File: config.mk
export PLATFORM = sky130hd
export DESIGN_NAME = pixel_pair_aligner
export DESIGN_NICKNAME = d
export VERILOG_FILES = /design/src/rtl/pixel_pkg.sv /design/src/rtl/pixel_fifo.sv /design/src/rtl/pixel_pair_aligner.sv
export SDC_FILE = /design/constraint.sdc
export NUM_CORES = 1
export LEC_CHECK = 0
export ABC_CLOCK_PERIOD_IN_PS = 2500
export BUFFER_PORTS_ARGS = -buffer_cell sky130_fd_sc_hd__buf_2
export CORE_AREA = 3 3 139 141
export DETAILED_ROUTE_END_ITERATION = 10
export DIE_AREA = 0 0 142 144
export GPL_ROUTABILITY_DRIVEN = 0
export PLACE_DENSITY = 0.67
export SLEW_MARGIN = 20
export SYNTH_ARGS = -nofsm -noshare
export SYNTH_HDL_FRONTEND = slang
export SYNTH_SLANG_ARGS = --single-unit
File: constraint.sdc
create_clock -name clk -period 2.5 [get_ports clk]
set_clock_uncertainty 0.15 [all_clocks]
set_input_delay 0.375 -clock clk [delete_from_list [all_inputs] [get_ports clk]]
set_output_delay 0.375 -clock clk [all_outputs]
set_load 0.005 [all_outputs]
File: src/rtl/pixel_pkg.sv
// rtl/pixel_pkg.sv - shared pixel type and skew-monitor state encoding
package pixel_pkg;

  typedef struct packed {
    logic [7:0] r;
    logic [7:0] g;
    logic [7:0] b;
  } pixel_t;

  typedef enum logic [1:0] {
    ST_RUN   = 2'd0,
    ST_SKEW  = 2'd1,
    ST_FAULT = 2'd2
  } skew_state_e;

endpackage

File: src/rtl/pixel_fifo.sv
// rtl/pixel_fifo.sv - single-clock pixel FIFO, head shown combinationally from storage
module pixel_fifo
  import pixel_pkg::*;
#(
  parameter int DEPTH = 4
) (
  input  logic        clk,
  input  logic        rst,
  input  logic        flush,
  input  logic        push,
  input  logic [23:0] push_data,
  input  logic        pop,
  output logic        full,
  output logic        empty,
  output logic [23:0] head
);

  localparam int AW = $clog2(DEPTH);
  localparam int CW = AW + 1;

  logic [AW-1:0] wptr_q, wptr_d;
  logic [AW-1:0] rptr_q, rptr_d;
  logic [CW-1:0] count_q, count_d;
  pixel_t        mem_q [DEPTH];

  logic do_push;
  logic do_pop;

  assign full    = (count_q == CW'(DEPTH));
  assign empty   = (count_q == '0);
  assign head    = mem_q[rptr_q];
  // Flush wins over both sides, so a push arriving with it is dropped.
  assign do_push = push & ~full & ~flush;
  assign do_pop  = pop & ~empty & ~flush;

  always_comb begin
    wptr_d  = wptr_q;
    rptr_d  = rptr_q;
    count_d = count_q;
    if (flush) begin
      wptr_d  = '0;
      rptr_d  = '0;
      count_d = '0;
    end else begin
      if (do_push) wptr_d = wptr_q + 1'b1;
      if (do_pop)  rptr_d = rptr_q + 1'b1;
      count_d = count_q + CW'(do_push) - CW'(do_pop);
    end
  end

  always_ff @(posedge clk) begin
    if (rst) begin
      wptr_q  <= '0;
      rptr_q  <= '0;
      count_q <= '0;
    end else begin
      wptr_q  <= wptr_d;
      rptr_q  <= rptr_d;
      count_q <= count_d;
    end
  end

  always_ff @(posedge clk) begin
    if (do_push) mem_q[wptr_q] <= pixel_t'(push_data);
  end

endmodule

File: src/rtl/pixel_pair_aligner.sv
// rtl/pixel_pair_aligner.sv - pairs two pixel streams and flags sustained one-sided skew
module pixel_pair_aligner
  import pixel_pkg::*;
#(
  parameter int DEPTH      = 4,
  parameter int SKEW_LIMIT = 16
) (
  input  logic       clk,
  input  logic       rst,
  input  logic [7:0] in1_pixel_r,
  input  logic [7:0] in1_pixel_g,
  input  logic [7:0] in1_pixel_b,
  input  logic       in1_valid,
  output logic       in1_ready,
  input  logic [7:0] in2_pixel_r,
  input  logic [7:0] in2_pixel_g,
  input  logic [7:0] in2_pixel_b,
  input  logic       in2_valid,
  output logic       in2_ready,
  output logic [7:0] out1_pixel_r,
  output logic [7:0] out1_pixel_g,
  output logic [7:0] out1_pixel_b,
  output logic [7:0] out2_pixel_r,
  output logic [7:0] out2_pixel_g,
  output logic [7:0] out2_pixel_b,
  output logic       out_valid,
  input  logic       out_ready,
  output logic       skew_error,
  input  logic       clear_error
);

  localparam int SW = $clog2(SKEW_LIMIT + 1);

  pixel_t in1_pix, in2_pix, head1, head2;
  logic   full1, full2, empty1, empty2;
  logic   pop_pair;
  logic   one_sided;

  skew_state_e   state_q, state_d;
  logic [SW-1:0] skew_cnt_q, skew_cnt_d;

  assign in1_pix  = '{r: in1_pixel_r, g: in1_pixel_g, b: in1_pixel_b};
  assign in2_pix  = '{r: in2_pixel_r, g: in2_pixel_g, b: in2_pixel_b};

  assign in1_ready = ~full1;
  assign in2_ready = ~full2;
  assign out_valid = ~empty1 & ~empty2;
  assign pop_pair  = out_valid & out_ready;

  pixel_fifo #(.DEPTH(DEPTH)) u_fifo1 (
    .clk       (clk),
    .rst       (rst),
    .flush     (clear_error),
    .push      (in1_valid),
    .push_data (in1_pix),
    .pop       (pop_pair),
    .full      (full1),
    .empty     (empty1),
    .head      (head1)
  );

  pixel_fifo #(.DEPTH(DEPTH)) u_fifo2 (
    .clk       (clk),
    .rst       (rst),
    .flush     (clear_error),
    .push      (in2_valid),
    .push_data (in2_pix),
    .pop       (pop_pair),
    .full      (full2),
    .empty     (empty2),
    .head      (head2)
  );

  assign out1_pixel_r = head1.r;
  assign out1_pixel_g = head1.g;
  assign out1_pixel_b = head1.b;
  assign out2_pixel_r = head2.r;
  assign out2_pixel_g = head2.g;
  assign out2_pixel_b = head2.b;

  assign one_sided  = empty1 ^ empty2;
  assign skew_error = (state_q == ST_FAULT);

  // Counter saturates at the limit so FAULT is reached once and stays sticky.
  always_comb begin
    state_d    = state_q;
    skew_cnt_d = skew_cnt_q;
    if (clear_error) begin
      state_d    = ST_RUN;
      skew_cnt_d = '0;
    end else begin
      if (!one_sided) begin
        skew_cnt_d = '0;
      end else if (skew_cnt_q != SW'(SKEW_LIMIT)) begin
        skew_cnt_d = skew_cnt_q + 1'b1;
      end
      case (state_q)
        ST_RUN: begin
          if (skew_cnt_d >= SW'(SKEW_LIMIT)) state_d = ST_FAULT;
          else if (skew_cnt_d != '0)         state_d = ST_SKEW;
        end
        ST_SKEW: begin
          if (skew_cnt_d >= SW'(SKEW_LIMIT)) state_d = ST_FAULT;
          else if (!one_sided)               state_d = ST_RUN;
        end
        ST_FAULT: state_d = ST_FAULT;
        default:  state_d = ST_RUN;
      endcase
    end
  end

  always_ff @(posedge clk) begin
    if (rst) begin
      state_q    <= ST_RUN;
      skew_cnt_q <= '0;
    end else begin
      state_q    <= state_d;
      skew_cnt_q <= skew_cnt_d;
    end
  end

endmodule

==> run metrics, run 1 <==
CP delay by family, top adder cells; cell count after synthesis 387; fill count 1,325; Die Wd 142 µm; row count 49; Cell Area, Placed 9100 µm²; Tot GR Track Use 0.149; Internal 6.37 mW; Post-synth EDFFs 192; Worst Hold End u_fifo2.wptr_q[1]$_SDFFE_PP0P_; Detailed Route WL 14,800 µm; PD cells 750 nW/µm²; buffers and inverters on the worst path 1; share of flip-flops with an asynchronous set or reset 0; CTS tree yes; Synthesized Nets 458; post-synthesis mux area share 0.132; FF-to-FF path depth 11; power share of the clock group 0.447; H-tree depth 1; Worst Path Required 2.71 ns; fin util 0.577; initial antenna violation count 0; Ports 106; switching power 1.45 mW; Die Height 144 µm; GRT overflow 0; Hold Fails Final Rpt 0; Initial Util 0.453; Max-Cap Viols 0; total core area 18,100 µm²; hold_ws 0.0399 ns; Final Max Tran Viols 0; synthesized flop and latch total 217; final std cells w/o fill 817; Critical Path AT 2.71 ns; Unique masters post-synth 35; Worst setup EP type flop; cell-by-cell trace of the critical path or3_4 -> ha_4 -> nand2_4 -> nor3_2 -> ha_1 -> inv_1 -> ha_2 -> fa_2 -> xnor2_2 -> xnor2_1 -> nor2_1; Simple-Gate Fraction of Synth Area 0.0372; Avg Inst Size Synth 21.2 µm²; flop2flop setup slack 0.003 ns; critical setup path kind reg2reg; prevailing post-synth register cell edfxtp_1; largest net degree at the start of global routing 25; Slew @ Worst Pin 0.568 ns; Layout area overhead 27.2%; wire length per cell 18.1 µm; Die Area 20,400 µm²; Crit-path slowest cell or3_4; RSZ-0062 raised after global routing true; total CTS buffers 23; placed cell count 725; clock sinks 217; Synth Area in Compound Gates 0.00626; Synth Area in Adders 0.0278; switching part of the total power 0.186; hold path start in2_valid; Final setup viols 0; Hold WC Path Type in2reg; period utilization 0.999; sequential power share 0.514; Worst IR Drop VDD 0.488 mV; Max Fclk 0.401 GHz; Synth Area in XOR/XNOR 0.0150; Slew HR 0.621; R2R Path Start u_fifo1.count_q[0]$_SDFF_PP0_; startpoint types flop; DRC 0; clk_lat worst skew 0.49 ns; CTS clk-pin slew, worst paths 0.06 ns; Ys Warns 0; combinational fraction of design power 0.039; first-pass GRT wire length 23,800 µm; share of layout cells above drive strength 1 0.383; Final #Nets 644; status complete, no violations; antenna viol nets, final 0; leak pwr 3.65 nW; crit path max fanout 3; clock tree buffer depth 3; largest family of logic cells by synthesized area multiplexers; hold path depth 3; vias in the first global route 4,588; final instance area 10,400 µm²; reg2reg end u_fifo2.count_q[2]$_SDFF_PP0_; vias per inst 5.09; CP peak stage delay 0.41 ns; Post-DP HPWL 9030 µm; Tmin final 2.50 ns; DR pass1 iterations 4; CTS root buffer clkbuf_16; post-synthesis sequential area ratio 0.764; Post-Syn Area 8200 µm²; number of inserted diodes 0; DR vias 4,159; DRT iter0 DRCs 211; Buffers on Ports 105
==> power by group through the flow <==
stage,Clock [mW],Sequential [mW],Combinational [mW]
global placement,0,4.09,0.231
CTS,3.59,4.02,0.308
finish,3.50,4.02,0.304
floorplan,0,4.10,0.101
global route,3.74,4.02,0.336
detailed placement,0,4.10,0.242
==> repair_timing <==
item / 4_1_cts / 5_1_grt
setup endpoints to repair: 1 / 2
hold buffers: 49 / 0
gates cloned: 0 / 0
pin swaps: 7 / 6
resized for setup: 5 / 2
hold endpoints to repair: 193 / 0
setup buffers: 2 / 1
==> through the flow <==
step | worst slack (ns) | setup TNS, ns | power (mW)
after global placement | 0.00795 | 0 | 4.32
after CTS | 0.00101 | 0 | 7.92
after detailed placement | -0.0603 | -0.0603 | 4.34
after global routing | -0.0843 | -0.151 | 8.10
after floorplan | 0.0364 | 0 | 4.20
final | 0.00336 | 0 | 7.82
==> cell usage after synthesis (3+ instances only) <==
cell	number	area [µm²]
ha_1	15	188
nor2_1	14	52.6
nand3_1	5	25.0
and3_1	3	18.8
edfxtp_1	192	5770
nor3_1	4	20.0
mux4_2	48	1080
xor2_1	3	26.3
a21oi_1	3	15.0
buf_4	4	30.0
inv_1	16	60.1
nand2_1	4	15.0
dfxtp_1	25	500
and2_1	12	75.1
buf_2	7	35.0
xnor2_1	11	96.3
==> kinds of logic (layout without fill, tap and decap cells) <==
family | after synthesis | count (layout)
fa+ha+maj | 17 | 17
flops | 217 | 217
xor+xnor | 14 | 14
buf+inv | 30 | 231
mux | 48 | 48
simple gates | 53 | 53
compound gates | 8 | 8
==> final cells by class <==
cell class / count / area, µm² / area share
clock buffers: 27 / 591 / 0.0566
flip-flops and latches: 217 / 6270 / 0.601
well taps: 229 / 287 / 0.0275
multi-input cells: 140 / 1830 / 0.175
repair buffers: 175 / 1200 / 0.115
inverters: 16 / 60.1 / 0.00576
clock inverters: 13 / 196 / 0.0188
==> sequential cells by signal (all words and copies together), names as in the netlist, named ones only <==
name / flops
u_fifo2.rptr_q: 2
u_fifo2.count_q: 3
u_fifo1.mem_q: 96
u_fifo1.rptr_q: 2
u_fifo2.mem_q: 96
u_fifo2.wptr_q: 2
skew_cnt_q: 5
u_fifo1.count_q: 3
state_q: 2
u_fifo1.wptr_q: 2
==> tightest hold or removal path, delay by kind of cell <==
| kind | cells | cell delay [ns] |
|---|---|---|
| AO/OA/AOI/OAI | 1 | 0.06 |
| AND/OR/NAND/NOR | 1 | 0.08 |
| buffers and inverters | 1 | 0.11 |
==> layer usage <==
layer  GRT usage  vias to the layer above  routed length [µm]
li1            -                     1908                   -
met1       0.190                     2130                6090
met2       0.258                       97                7580
met3      0.0311                       24                 821
met4      0.0439                        0                 300
met5           0                        -                   0
==> worst max-delay path by stage <==
| stage | depth (start not counted) | slack [ns] | to | from |
|---|---|---|---|---|
| 3_5_place_dp | 11 | -0.06 | u_fifo2.count_q[2]$_SDFF_PP0_ | u_fifo1.count_q[0]$_SDFF_PP0_ |
| 2_1_floorplan | 11 | 0.04 | u_fifo2.count_q[2]$_SDFF_PP0_ | u_fifo1.count_q[1]$_SDFF_PP0_ |
| 3_3_place_gp | 11 | 0.008 | u_fifo2.count_q[2]$_SDFF_PP0_ | u_fifo1.count_q[0]$_SDFF_PP0_ |
| 6_report | 11 | 0.003 | u_fifo2.count_q[2]$_SDFF_PP0_ | u_fifo1.count_q[0]$_SDFF_PP0_ |
| 4_1_cts | 11 | 0.001 | u_fifo2.count_q[2]$_SDFF_PP0_ | u_fifo1.count_q[1]$_SDFF_PP0_ |
| 5_1_grt | 11 | -0.08 | u_fifo2.count_q[2]$_SDFF_PP0_ | u_fifo1.count_q[0]$_SDFF_PP0_ |
==> placed cells by master (no fill, tap or decap), types with 10 or more instances in the layout <==
cell type / count
nor2_1: 14
edfxtp_1: 192
ha_1: 13
inv_1: 16
dlygate4sd3_1: 49
xnor2_1: 10
and2_1: 12
buf_4: 19
mux4_2: 48
buf_2: 105
dfxtp_1: 21
clkbuf_16: 23
No activity file was read; power rests on OpenSTA's default activity.
==> run 2, diff against run 1 <==
- PLACE_DENSITY: 0.67 -> 0.76
==> run 2 against run 1 <==
- clock power increased by 1%
- sequential power about the same
- first-iteration DRC count increased by 4.3%
- fmax increased by 2.0%
- power increased by 0.75%
- largest cell class unchanged
==> run metrics, run 2 (synthesis results as in run 1) <==
Final setup viols 0 (unchanged); Max Fclk 0.408 GHz (+2.0%); Hold Fails Final Rpt 0 (unchanged); Initial Util 0.453 (unchanged); registers with the most flip-flops u_fifo1.mem_q (96), u_fifo2.mem_q (96), skew_cnt_q (5); DR pass1 iterations 4 (unchanged); startpoint types flop; Worst setup EP type flop; DRT iter0 DRCs 220 (+4.3%); Final #Nets 643 (-0.16%); Slew @ Worst Pin 0.534 ns (-0.0346 ns); DRC 0 (unchanged); Die Area 20,400 µm² (unchanged); CTS clk-pin slew, worst paths 0.06 ns (about the same); Die Wd 142 µm (unchanged); multi-input combinational cell area 1830 µm² (+0.27%); period utilization 0.979 (-0.0193); Ports 106 (unchanged); vias in the first global route 4,614 (+0.57%); fill count 1,307 (-1.4%); clock sinks 217 (unchanged); PD cells 754 nW/µm² (+0.58%); Buffers on Ports 105 (unchanged); initial antenna violation count 0 (unchanged); total core area 18,100 µm² (unchanged); RSZ-0062 raised after global routing true; Die Height 144 µm (unchanged); WP depth 11 (unchanged); largest net degree at the start of global routing 25 (unchanged); Final Max Tran Viols 0 (unchanged); Detailed Route WL 15,000 µm (+1.6%); hold_ws 0.0325 ns (-0.00742 ns); Layout area overhead 27.4%; Final WS setup 0.0516 ns (+0.0483 ns); DR vias 4,150 (-0.22%); status complete, no violations; first-pass GRT wire length 24,200 µm (+1.3%); Register Area 6270 µm² (about the same); CP peak stage delay 0.40 ns (about the same); fin util 0.578 (+0.000969); Place WS -0.0610 ns (-0.000734 ns); row count 49 (unchanged); critical setup path kind reg2reg; Max-Cap Viols 0 (unchanged); GRT overflow 0 (unchanged); Tot GR Track Use 0.150 (+0.00166); clock tree buffer depth 3 (unchanged); Hold WC Path Type in2reg; vias per inst 5.09 (about the same); total CTS buffers 22 (-4.3%); wire length per cell 18.4 µm (+1.7%); Worst IR Drop VDD 0.393 mV (-19%); Slew HR 0.644 (+0.0231); CTS root buffer clkbuf_16; buffers and inverters on the worst path 1 (unchanged); cell-by-cell trace of the critical path or3_4 -> ha_4 -> nand2_4 -> nor3_2 -> ha_1 -> inv_1 -> ha_2 -> fa_2 -> xnor2_2 -> xnor2_1 -> nor2_1; antenna viol nets, final 0 (unchanged); FF-to-FF path depth 11 (unchanged); clk_lat worst skew 0.48 ns (about the same); H-tree depth 1 (unchanged); Tmin final 2.45 ns (-0.0483 ns); commonest non-fill, non-tap cell in the layout edfxtp_1; CTS tree yes; Critical Path AT 2.65 ns (-0.06 ns); leak pwr 3.65 nW (about the same); Worst Path Required 2.70 ns (about the same); share of layout cells above drive strength 1 0.380 (-0.00276); number of inserted diodes 0 (unchanged); Crit-path slowest cell or3_4; CP delay by family, top adder cells; hold path depth 3 (unchanged); Post-DP HPWL 8940 µm (-1.0%); most frequent cells in the layout edfxtp_1, buf_2, dlygate4sd3_1; crit path max fanout 3 (unchanged)
[run 2: worst paths after layout]
path / start / to / slack, ns
setup / recovery: u_fifo1.count_q[0]$_SDFF_PP0_ / u_fifo2.count_q[2]$_SDFF_PP0_ / 0.05
hold / removal: in2_valid / u_fifo2.wptr_q[1]$_SDFFE_PP0P_ / 0.03
setup reg to reg: u_fifo1.count_q[0]$_SDFF_PP0_ / u_fifo2.count_q[2]$_SDFF_PP0_ / 0.05
hold reg to reg: u_fifo1.wptr_q[1]$_SDFFE_PP0P_ / u_fifo1.wptr_q[1]$_SDFFE_PP0P_ / 0.35
[run 2: worst reg2reg max path, stage by stage, from the launching register on]
cell and delay, ns:
dfxtp_1 0.31, or3_4 0.40, ha_4 0.18, nand2_4 0.06
nor3_2 0.04, ha_1 0.27, inv_1 0.04, ha_2 0.16
fa_2 0.35, xnor2_2 0.14, xnor2_1 0.16, nor2_1 0.06
[run 2: routing by layer]
metal	wire (µm)	vias up	track usage
met5	0	-	0
met4	252	0	0.0434
met3	620	19	0.0235
met2	8020	88	0.273
met1	6130	2136	0.188
li1	-	1907	-
[run 2: where the power goes]
group | internal [mW] | leakage (nW) | total [mW] | switching [mW]
sequential | 4.01 | 1.95 | 4.02 | 0.0156
combinational | 0.160 | 1.32 | 0.305 | 0.145
clock | 2.28 | 0.389 | 3.55 | 1.27
[run 2: final cells by class]
| cell class | instances | share of cell area |
|---|---|---|
| tap | 229 | 0.0274 |
| clock inverter | 15 | 0.0212 |
| timing repair buffer | 175 | 0.115 |
| clock buffer | 24 | 0.0555 |
| inverter | 16 | 0.00575 |
| sequential | 217 | 0.600 |
| multi-input combinational | 140 | 0.175 |
[run 2: what timing repair did]
| action | CTS | global route |
|---|---|---|
| resized for setup | 6 | 1 |
| hold endpoints to repair | 193 | 0 |
| buffers inserted | 2 | 1 |
| setup endpoints to repair | 1 | 3 |
| pin swaps | 7 | 4 |
| hold buffers | 49 | 0 |
[run 2: stage by stage]
stage | setup TNS [ns] | std cells | total power [mW] | area, µm²
global placement | 0 | 725 | 4.32 | 9100
CTS | 0 | 815 | 7.97 | 10400
detailed placement | -0.0610 | 725 | 4.34 | 9100
finish | 0 | 816 | 7.88 | 10400
global route | -0.108 | 816 | 8.14 | 10400
floorplan | 0 | 387 | 4.20 | 8210
==> run 3, diff against run 2 <==
- PLACE_DENSITY: 0.76 -> not set
- PLACE_DENSITY_LB_ADDON: not set -> 0.1
==> run 3 against run 2 <==
- first-iteration DRC count is 21% lower
- routed wire length down 0.63%
- core utilization shrank 0.17 points
- fmax down 1.5%
- non-clock buffer count shrank 2
- critical endpoint unchanged
- via count down 0.80%
- critical path depth unchanged
- largest cell class unchanged
==> run metrics, run 3 (synthesis results as in run 1) <==
Power, Total 7.56 mW (-4.0%); total CTS buffers 23 (+4.5%); first-pass GRT wire length 23,600 µm (-2.4%); hold_ws 0.113 ns (+0.0801 ns); largest net degree at the start of global routing 25 (unchanged); startpoint types flop; Worst Path Required 2.71 ns (about the same); status complete, no violations; DRC 0 (unchanged); Max-Cap Viols 0 (unchanged); Cell Area, Placed 9150 µm² (+0.47%); flop2flop setup slack 0.01 ns (-0.04 ns); period utilization 0.994 (+0.0148); clock sinks 217 (unchanged); antenna viol nets, final 0 (unchanged); share of layout cells above drive strength 1 0.378 (-0.00235); crit path max fanout 3 (unchanged); Hold Fails Final Rpt 0 (unchanged); Tot GR Track Use 0.147 (-0.00309); vias per inst 5.04 (-0.92%); clock tree buffer depth 3 (unchanged); total core area 18,100 µm² (unchanged); clk_lat worst skew 0.49 ns (about the same); Ports 106 (unchanged); Worst setup EP type flop; CTS clk-pin slew, worst paths 0.06 ns (about the same); placed cell count 724 (-0.14%); Die Wd 142 µm (unchanged); Buffers on Ports 105 (unchanged); hold path depth 3 (unchanged); CTS root buffer clkbuf_16; DRT iter0 DRCs 173 (-21%); Final #Nets 642 (-0.16%); Final Max Tran Viols 0 (unchanged); Critical Path AT 2.70 ns (+0.05 ns); DR vias 4,117 (-0.80%); Setup TNS Final 0 ns (unchanged); DR pass1 iterations 4 (unchanged); Max Fclk 0.402 GHz (-1.5%); GRT overflow 0 (unchanged); Layout area overhead 27.1%; Slew @ Worst Pin 0.549 ns (+0.0150 ns); RSZ-0062 raised after global routing true; leak pwr 3.63 nW (-0.70%); initial antenna violation count 0 (unchanged); Die Area 20,400 µm² (unchanged); Worst IR Drop VDD 0.418 mV (+6.3%); hold path start rst; commonest non-fill, non-tap cell in the layout edfxtp_1; final instance area 10,400 µm² (-0.29%); R2R Path Start u_fifo1.count_q[0]$_SDFF_PP0_; Slew HR 0.634 (-0.0100); FF-to-FF path depth 11 (unchanged); reg2reg end u_fifo2.count_q[2]$_SDFF_PP0_; row count 49 (unchanged); Post-DP HPWL 8820 µm (-1.3%); fill count 1,339 (+2.4%); vias in the first global route 4,441 (-3.7%); Die Height 144 µm (unchanged); Final setup viols 0 (unchanged); registers with the most flip-flops u_fifo1.mem_q (96), u_fifo2.mem_q (96), skew_cnt_q (5); PD cells 726 nW/µm² (-3.8%); Tmin final 2.49 ns (+0.0371 ns); critical setup path kind reg2reg; H-tree depth 1 (unchanged); final std cells w/o fill 817 (+0.12%); most frequent cells in the layout edfxtp_1, buf_2, dlygate4sd3_1; Hold WC Path Type in2reg; Worst Hold End state_q[1]$_SDFFE_PP0P_; CTS tree yes; number of inserted diodes 0 (unchanged); Initial Util 0.453 (unchanged); Detailed Route WL 14,900 µm (-0.63%); wire length per cell 18.3 µm (-0.75%)
run 3: worst max-delay path by stage:
stage	end	from	cells after the start
global route	u_fifo2.count_q[2]$_SDFF_PP0_	u_fifo1.count_q[0]$_SDFF_PP0_	11
detailed placement	u_fifo2.count_q[2]$_SDFF_PP0_	u_fifo1.count_q[0]$_SDFF_PP0_	11
global placement	u_fifo2.count_q[2]$_SDFF_PP0_	u_fifo1.count_q[0]$_SDFF_PP0_	11
floorplan	u_fifo2.count_q[2]$_SDFF_PP0_	u_fifo1.count_q[1]$_SDFF_PP0_	11
CTS	u_fifo2.count_q[2]$_SDFF_PP0_	u_fifo1.count_q[1]$_SDFF_PP0_	11
finish	u_fifo2.count_q[2]$_SDFF_PP0_	u_fifo1.count_q[0]$_SDFF_PP0_	11
run 3: power breakdown:
part | total, mW | internal [mW] | switching [mW]
clock network | 3.23 | 1.95 | 1.28
logic | 0.309 | 0.164 | 0.145
registers | 4.02 | 4.01 | 0.0152
total | 7.56 | 6.12 | 1.44
run 3: repair_timing:
item / CTS / global route
resized for setup: 3 / 4
pin swaps: 5 / 7
hold buffers: 50 / 0
hold endpoints to repair: 194 / 0
setup endpoints to repair: 1 / 4
buffers inserted: 1 / 0
run 3: metrics by stage:
step | util | setup WS [ns]
global route | 0.576 | -0.0527
finish | 0.576 | 0.0146
global placement | 0.506 | 0.00987
detailed placement | 0.506 | -0.0529
floorplan | - | 0.0364
CTS | 0.575 | 0.00677
run 3: final cells by class:
cell class	instances	area, µm²	area share
clock inverter	14	119	0.0114
multi-input combinational	140	1830	0.176
inverter	16	60.1	0.00577
timing repair buffer	173	1240	0.119
tap	229	287	0.0275
clock buffer	28	614	0.0590
sequential	217	6270	0.602
run 3: layer usage:
metal | share of wire | track usage | vias up
met4 | 0.015 | 0.0369 | 0
li1 | - | - | 1913
met3 | 0.049 | 0.0314 | 24
met5 | 0 | 0 | -
met2 | 0.51 | 0.244 | 86
met1 | 0.43 | 0.201 | 2094
run 3: worst max-delay path, stage by stage, from the launching register on:
cell and delay, ns:
dfxtp_2 0.32, or3_4 0.40, ha_4 0.19, nand2_4 0.06, nor3_2 0.04, ha_1 0.27
inv_1 0.04, ha_2 0.16, fa_2 0.35, xnor2_2 0.19, xnor2_1 0.14, nor2_1 0.05
